==> config.mk <==
export PLATFORM = sky130hd
export DESIGN_NAME = keypad_scanner
export DESIGN_NICKNAME = d
export VERILOG_FILES = /design/src/rtl/keypad_pkg.sv /design/src/rtl/keypad_scanner_scan_tick_gen.sv /design/src/rtl/keypad_scanner.sv
export SDC_FILE = /design/constraint.sdc
export NUM_CORES = 1
export LEC_CHECK = 0
export ABC_CLOCK_PERIOD_IN_PS = 23700
export BUFFER_PORTS_ARGS = -buffer_cell sky130_fd_sc_hd__buf_2
export CELL_PAD_IN_SITES_DETAIL_PLACEMENT = 0
export CELL_PAD_IN_SITES_GLOBAL_PLACEMENT = 1
export CORE_UTILIZATION = 53
export DETAILED_ROUTE_END_ITERATION = 10
export HOLD_SLACK_MARGIN = 0.06
export MAX_ROUTING_LAYER = met4
export PLACE_DENSITY = 0.94
export SLEW_MARGIN = 20
export SYNTH_ARGS = -nofsm -noshare
export SYNTH_HDL_FRONTEND = slang
export SYNTH_SLANG_ARGS = --single-unit
==> constraint.sdc <==
create_clock -name clk -period 23.7 [get_ports clk]
set_input_delay 2.37 -clock clk [delete_from_list [all_inputs] [get_ports clk]]
set_output_delay 2.37 -clock clk [all_outputs]
set_load 0.01 [all_outputs]
==> src/rtl/keypad_pkg.sv <==
// Shared types for the keypad scanner: FSM states, frame classes, hex display table.
// Frame classification helper counts pressed keys in a 16-bit scan frame.
package keypad_pkg;

  typedef enum logic [1:0] {
    ST_IDLE,
    ST_CONFIRM,
    ST_PRESSED,
    ST_RELEASE
  } state_t;

  typedef enum logic [1:0] {
    FR_EMPTY,
    FR_SINGLE,
    FR_MULTI
  } frame_cls_t;

  typedef struct packed {
    frame_cls_t cls;
    logic [3:0] code;
  } frame_res_t;

  // Index 0 is the rightmost entry; bit order h..a, active-low.
  localparam logic [15:0][7:0] SSEG_HEX = {
    8'b10001110, 8'b10000110, 8'b10100001, 8'b11000110,
    8'b10000011, 8'b10001000, 8'b10010000, 8'b10000000,
    8'b11111000, 8'b10000010, 8'b10010010, 8'b10011001,
    8'b10110000, 8'b10100100, 8'b11111001, 8'b11000000
  };

  function automatic frame_res_t classify(input logic [15:0] frame);
    frame_res_t res;
    logic [4:0] n;
    n        = '0;
    res.code = '0;
    for (int i = 0; i < 16; i++) begin
      if (frame[i]) begin
        n        = n + 5'd1;
        res.code = 4'(i);
      end
    end
    if (n == 5'd0)      res.cls = FR_EMPTY;
    else if (n == 5'd1) res.cls = FR_SINGLE;
    else                res.cls = FR_MULTI;
    return res;
  endfunction

endpackage

==> src/rtl/keypad_scanner_scan_tick_gen.sv <==
// Column slot timer: counts 0..SCAN_DIV-1, slot_end high during the terminal count.
// Free-running, no backpressure; slot_end is decoded from the counter (0 cycle latency).
module scan_tick_gen #(
  parameter int SCAN_DIV = 67000
) (
  input  logic clk,
  input  logic rst_n,
  output logic slot_end
);

  localparam int CW = $clog2(SCAN_DIV);
  localparam logic [CW-1:0] LAST = CW'(SCAN_DIV - 1);

  logic [CW-1:0] cnt_q, cnt_d;

  always_comb begin
    slot_end = (cnt_q == LAST);
    cnt_d    = slot_end ? '0 : cnt_q + 1'b1;
  end

  always_ff @(posedge clk or negedge rst_n) begin
    if (!rst_n) cnt_q <= '0;
    else        cnt_q <= cnt_d;
  end

endmodule

==> src/rtl/keypad_scanner.sv <==
// 4x4 keypad scanner with frame debounce; key_valid 1 clk after the accepting frame evaluation.
// No backpressure: key_valid/multi_err are single-cycle strobes. KEYPAD_SSEG_EN adds a hex sseg output.
module keypad_scanner
  import keypad_pkg::*;
#(
  parameter int SCAN_DIV       = 67000,
  parameter int DEBOUNCE_SCANS = 4
) (
  input  logic       clk,
  input  logic       rst_n,
  input  logic [3:0] row_in,
  output logic [3:0] col_out,
  output logic [3:0] key_code,
  output logic       key_valid,
  output logic       key_held,
  output logic       multi_err
`ifdef KEYPAD_SSEG_EN
  ,
  output logic [7:0] sseg
`endif
);

  localparam logic [3:0] DB     = 4'(DEBOUNCE_SCANS);
  localparam bit         DB_ONE = (DEBOUNCE_SCANS == 1);

  logic slot_end;

  scan_tick_gen #(.SCAN_DIV(SCAN_DIV)) u_tick (
    .clk      (clk),
    .rst_n    (rst_n),
    .slot_end (slot_end)
  );

  logic [3:0]  sync1_q, sync1_d, sync2_q, sync2_d;
  logic [1:0]  col_q, col_d;
  logic [3:0]  col_out_q, col_out_d;
  logic [15:0] frame_q, frame_d;
  logic        eval_q, eval_d;
  state_t      state_q, state_d;
  logic [3:0]  dcnt_q, dcnt_d;
  logic [3:0]  cand_q, cand_d;
  logic [3:0]  key_code_q, key_code_d;
  logic        key_valid_q, key_valid_d;
  logic        key_held_q, key_held_d;
  logic        multi_err_q, multi_err_d;
  frame_res_t  res;

  always_comb begin
    sync1_d     = row_in;
    sync2_d     = sync1_q;
    col_d       = col_q;
    col_out_d   = col_out_q;
    eval_d      = slot_end && (col_q == 2'd3);
    frame_d     = eval_q ? '0 : frame_q;
    state_d     = state_q;
    dcnt_d      = dcnt_q;
    cand_d      = cand_q;
    key_code_d  = key_code_q;
    key_valid_d = 1'b0;
    key_held_d  = key_held_q;
    multi_err_d = 1'b0;
    res         = classify(frame_q);

    // Rows are active-low, so invert to get one "pressed" bit per key.
    if (slot_end) begin
      frame_d[{col_q, 2'b00} +: 4] = ~sync2_q;
      col_d     = col_q + 2'd1;
      col_out_d = {col_out_q[2:0], col_out_q[3]};
    end

    if (eval_q) begin
      multi_err_d = (res.cls == FR_MULTI);
      case (state_q)
        ST_IDLE: begin
          if (res.cls == FR_SINGLE) begin
            cand_d = res.code;
            dcnt_d = 4'd1;
            if (DB_ONE) begin
              state_d     = ST_PRESSED;
              key_code_d  = res.code;
              key_valid_d = 1'b1;
              key_held_d  = 1'b1;
            end else begin
              state_d = ST_CONFIRM;
            end
          end
        end
        ST_CONFIRM: begin
          if (res.cls != FR_SINGLE) begin
            state_d = ST_IDLE;
          end else if (res.code != cand_q) begin
            cand_d = res.code;
            dcnt_d = 4'd1;
          end else begin
            dcnt_d = dcnt_q + 4'd1;
            if (dcnt_d >= DB) begin
              state_d     = ST_PRESSED;
              key_code_d  = cand_q;
              key_valid_d = 1'b1;
              key_held_d  = 1'b1;
            end
          end
        end
        ST_PRESSED: begin
          if (res.cls == FR_EMPTY) begin
            dcnt_d = 4'd1;
            if (DB_ONE) begin
              state_d    = ST_IDLE;
              key_held_d = 1'b0;
            end else begin
              state_d = ST_RELEASE;
            end
          end
        end
        default: begin
          if (res.cls == FR_EMPTY) begin
            dcnt_d = dcnt_q + 4'd1;
            if (dcnt_d >= DB) begin
              state_d    = ST_IDLE;
              key_held_d = 1'b0;
            end
          end else begin
            state_d = ST_PRESSED;
          end
        end
      endcase
    end
  end

  always_ff @(posedge clk or negedge rst_n) begin
    if (!rst_n) begin
      sync1_q     <= 4'hF;
      sync2_q     <= 4'hF;
      col_q       <= 2'd0;
      col_out_q   <= 4'b1110;
      frame_q     <= '0;
      eval_q      <= 1'b0;
      state_q     <= ST_IDLE;
      dcnt_q      <= '0;
      cand_q      <= '0;
      key_code_q  <= '0;
      key_valid_q <= 1'b0;
      key_held_q  <= 1'b0;
      multi_err_q <= 1'b0;
    end else begin
      sync1_q     <= sync1_d;
      sync2_q     <= sync2_d;
      col_q       <= col_d;
      col_out_q   <= col_out_d;
      frame_q     <= frame_d;
      eval_q      <= eval_d;
      state_q     <= state_d;
      dcnt_q      <= dcnt_d;
      cand_q      <= cand_d;
      key_code_q  <= key_code_d;
      key_valid_q <= key_valid_d;
      key_held_q  <= key_held_d;
      multi_err_q <= multi_err_d;
    end
  end

  assign col_out   = col_out_q;
  assign key_code  = key_code_q;
  assign key_valid = key_valid_q;
  assign key_held  = key_held_q;
  assign multi_err = multi_err_q;

`ifdef KEYPAD_SSEG_EN
  logic [7:0] sseg_q, sseg_d;

  always_comb sseg_d = SSEG_HEX[key_code_q];

  always_ff @(posedge clk or negedge rst_n) begin
    if (!rst_n) sseg_q <= 8'b11000000;
    else        sseg_q <= sseg_d;
  end

  assign sseg = sseg_q;
`endif

endmodule

==> flow_summary.toml <==
[status]
outcome = "completed"

[drt]
first_pass_iters = 7
ant_nets = 0
drt_iter0_drc = 173
dr_total_vias = 3637
wirelength_microns = 9140
via_per_inst = 5.86
remaining_drc_errors = 0
wire_per_inst_microns = 14.7

[pwr]
irDropWorstVdd_mv = 0.0415
power_density_nw_per_um2 = 41.3
finalPower_w = 0.000210
p_leak_nw = 2.28

[clock_network]
post-cts-setup-buffers = 0
clock_path_buffers = 2
clk_pin_slew_ns = 0.07
cts_tree = "done"
cts-buffers-inserted = 9
cts-htree-levels = 3
cts_resized = 0
insertion_delay_ns = 0.34
cts_root_buf = "clkbuf_8"
clock-sinks = 65
hold_buffers = 0

[critical_path]
worst-path-max-fanout = 10
critPathCaptureType = "flip-flop"
cp.arrival_ns = 10.60
critPathKind = "flip-flop to flip-flop"
crit_path_top_delay_cell = "or4_1"
cpMostUsedCell = "ha_1"
required_ns = 23.92
cpPeakStageDelay_ns = 0.69
critPathLaunchType = "flip-flop"

[yosys]
syn_avg_cell_area_sq_um = 9.48
synthCells = 499
synth_warnings = 0
yosys_register_bits = 65
seq_area_frac_synth_pct = 34.7
synth_cell_types = 65
synth_edf_count = 0
async_reset_ff_share_pct = 100
synth_top_flop_cell = "dfrtp_1"
syn-num-nets = 531
netlist_area_sq_um = 4730

[global_route]
grt_max_degree = 66
grt_usage_pct = 22.0
grt_use_met2_pct = 36.4
use_met3_pct = 3.29
antenna_found_initial = 0
grt_pass1_vias = 3459
grt_pass1_wl_microns = 15500
grt-busiest-layer = "met2"
gr-total-overflow = 0
grtUsageMet1_pct = 27.6

[layout]
fin_cells = 621
diodes = 0
area_growth_pct = 7.65
final_area_sq_um = 5090
layout-drive-gt1-share_pct = 17.3
fin_nets = 540
nFillCells = 745
layout_common_cells = "54 x dfrtp_1, 49 x nand2_1, 39 x nor2_1, 28 x xor2_1, 28 x nand3_1"
final_common_cell = "dfrtp_1"

[placed_design]
placed_area_sq_um = 4880
place_congestion = 0.833
place_hpwl_microns = 6820
numPortBuffers = 16
dp.cells = 605

[timing]
report.final.setup_viol = 0
final.period_utilization_pct = 43.8
fmax_mhz = 96.3
slew_viol_final = 0
hold_viol_final = 0
rsz0062_at_grt = "false"
tightest_slew_ns = 0.811
relSlewSlack_pct = 45.9
period_needed_ns = 10.38
skew_ns = 0.00881
tns_ns = 0

[floorplan]
dieArea_sq_um = 9310
start_util_pct = 54.5
rows = 34
die_y_microns = 96.5
boundaryPins = 17
core_sq_um = 8680
die_x_microns = 96.5

[flow_run]
drv_cap = 0

[worst_hold_path]
hp-class = "flip-flop to flip-flop"
-- kinds of logic after synthesis --
group / share of synthesized area [%]
xor gates and xnor gates: 15.6
and+or+nand+nor: 19.7
muxes: 6.64
AOI/OAI and AO/OA: 13.2
DFF: 34.7
adders and majority gates: 6.88
buffers and inverters: 3.33
-- cell type report --
class,instances,area [sq um],share of cell area [%]
clock buffers,11,174,3.42
flip-flops and latches,65,1640,32.2
well taps,108,135,2.65
multi-input cells,394,2940,57.7
inverters,20,75.1,1.47
clock inverters,5,33.8,0.664
repair buffers,18,95.1,1.87
-- registers in the layout (all words and copies together), names as in the netlist, 2 cells and up --
signal        cells
sync2_q           4
u_tick.cnt_q     17
key_code          4
dcnt_q            4
sync1_q           4
col_out           4
col_q             2
state_q           2
cand_q            4
frame_q          16
-- cell usage after synthesis (4+ instances only) --
cell       n  area [sq um]
dfrtp_1   54          1350
nor2_1    39           146
nand2_1   49           184
dfstp_2   11           289
o31ai_1   20           150
a31o_2     4          35.0
inv_1     20          75.1
clkbuf_1  16          60.1
or4_1      4          30.0
nand3_1   28           140
nand3b_1   4          30.0
xor2_1    28           245
xnor2_1   18           158
a21oi_1   12          60.1
nor3_1     9          45.0
nor4_1     9          56.3
or2_2      4          25.0
ha_1      26           325
xnor2_2    5          81.3
nor2b_1    6          37.5
and3_1     4          25.0
nand4_1   11          68.8
o21ai_0   25           125
or3_1      4          25.0
mux2i_1   12           120
mux2_2    12           135
-- metal layers --
layer  share of wire [%]  wire length [microns]
met5                   0                      0
met3                 2.3                    209
met1                  49                   4450
met4                 1.2                    108
met2                  48                   4380
-- through the flow --
step           utilization [%]  hold slack [ns]  setup WS (ns)
5_1_grt                   58.7            0.361          12.63
3_3_place_gp              56.3            0.346          13.79
2_1_floorplan                -            0.345          14.26
6_report                  58.7            0.357          13.32
4_1_cts                   58.7            0.358          13.36
3_5_place_dp              56.3            0.347          13.39
-- worst max-delay path, delay by kind of cell (launching register included) --
kind | cells | cell delay (ns)
mux | 5 | 1.30
simple gates | 15 | 2.55
compound gates | 13 | 2.00
buf+inv | 1 | 0.05
flops | 1 | 0.40
fa+ha+maj | 14 | 3.97
-- path summary, 6_finish.rpt --
kind	start	end	slack (ns)	cells past startpoint
setup reg to reg	frame_q[0]	cand_q[1]	13.32	48
hold reg to reg	sync1_q[0]	sync2_q[0]	0.36	0
setup / recovery	frame_q[0]	cand_q[1]	13.32	48
min in group asynchronous	rst_n	key_code[1]	2.21	2
hold / removal	sync1_q[0]	sync2_q[0]	0.36	0
max in group asynchronous	rst_n	u_tick.cnt_q[2]	20.97	2
-- power breakdown --
group          switching, W  internal (W)    total, W  leakage (nW)
Clock             0.0000442     0.0000507   0.0000949         0.110
Sequential      0.000000621      0.000112    0.000113         0.855
Combinational    0.00000217   0.000000396  0.00000257          1.31
No activity file was read; power rests on OpenSTA's default activity.
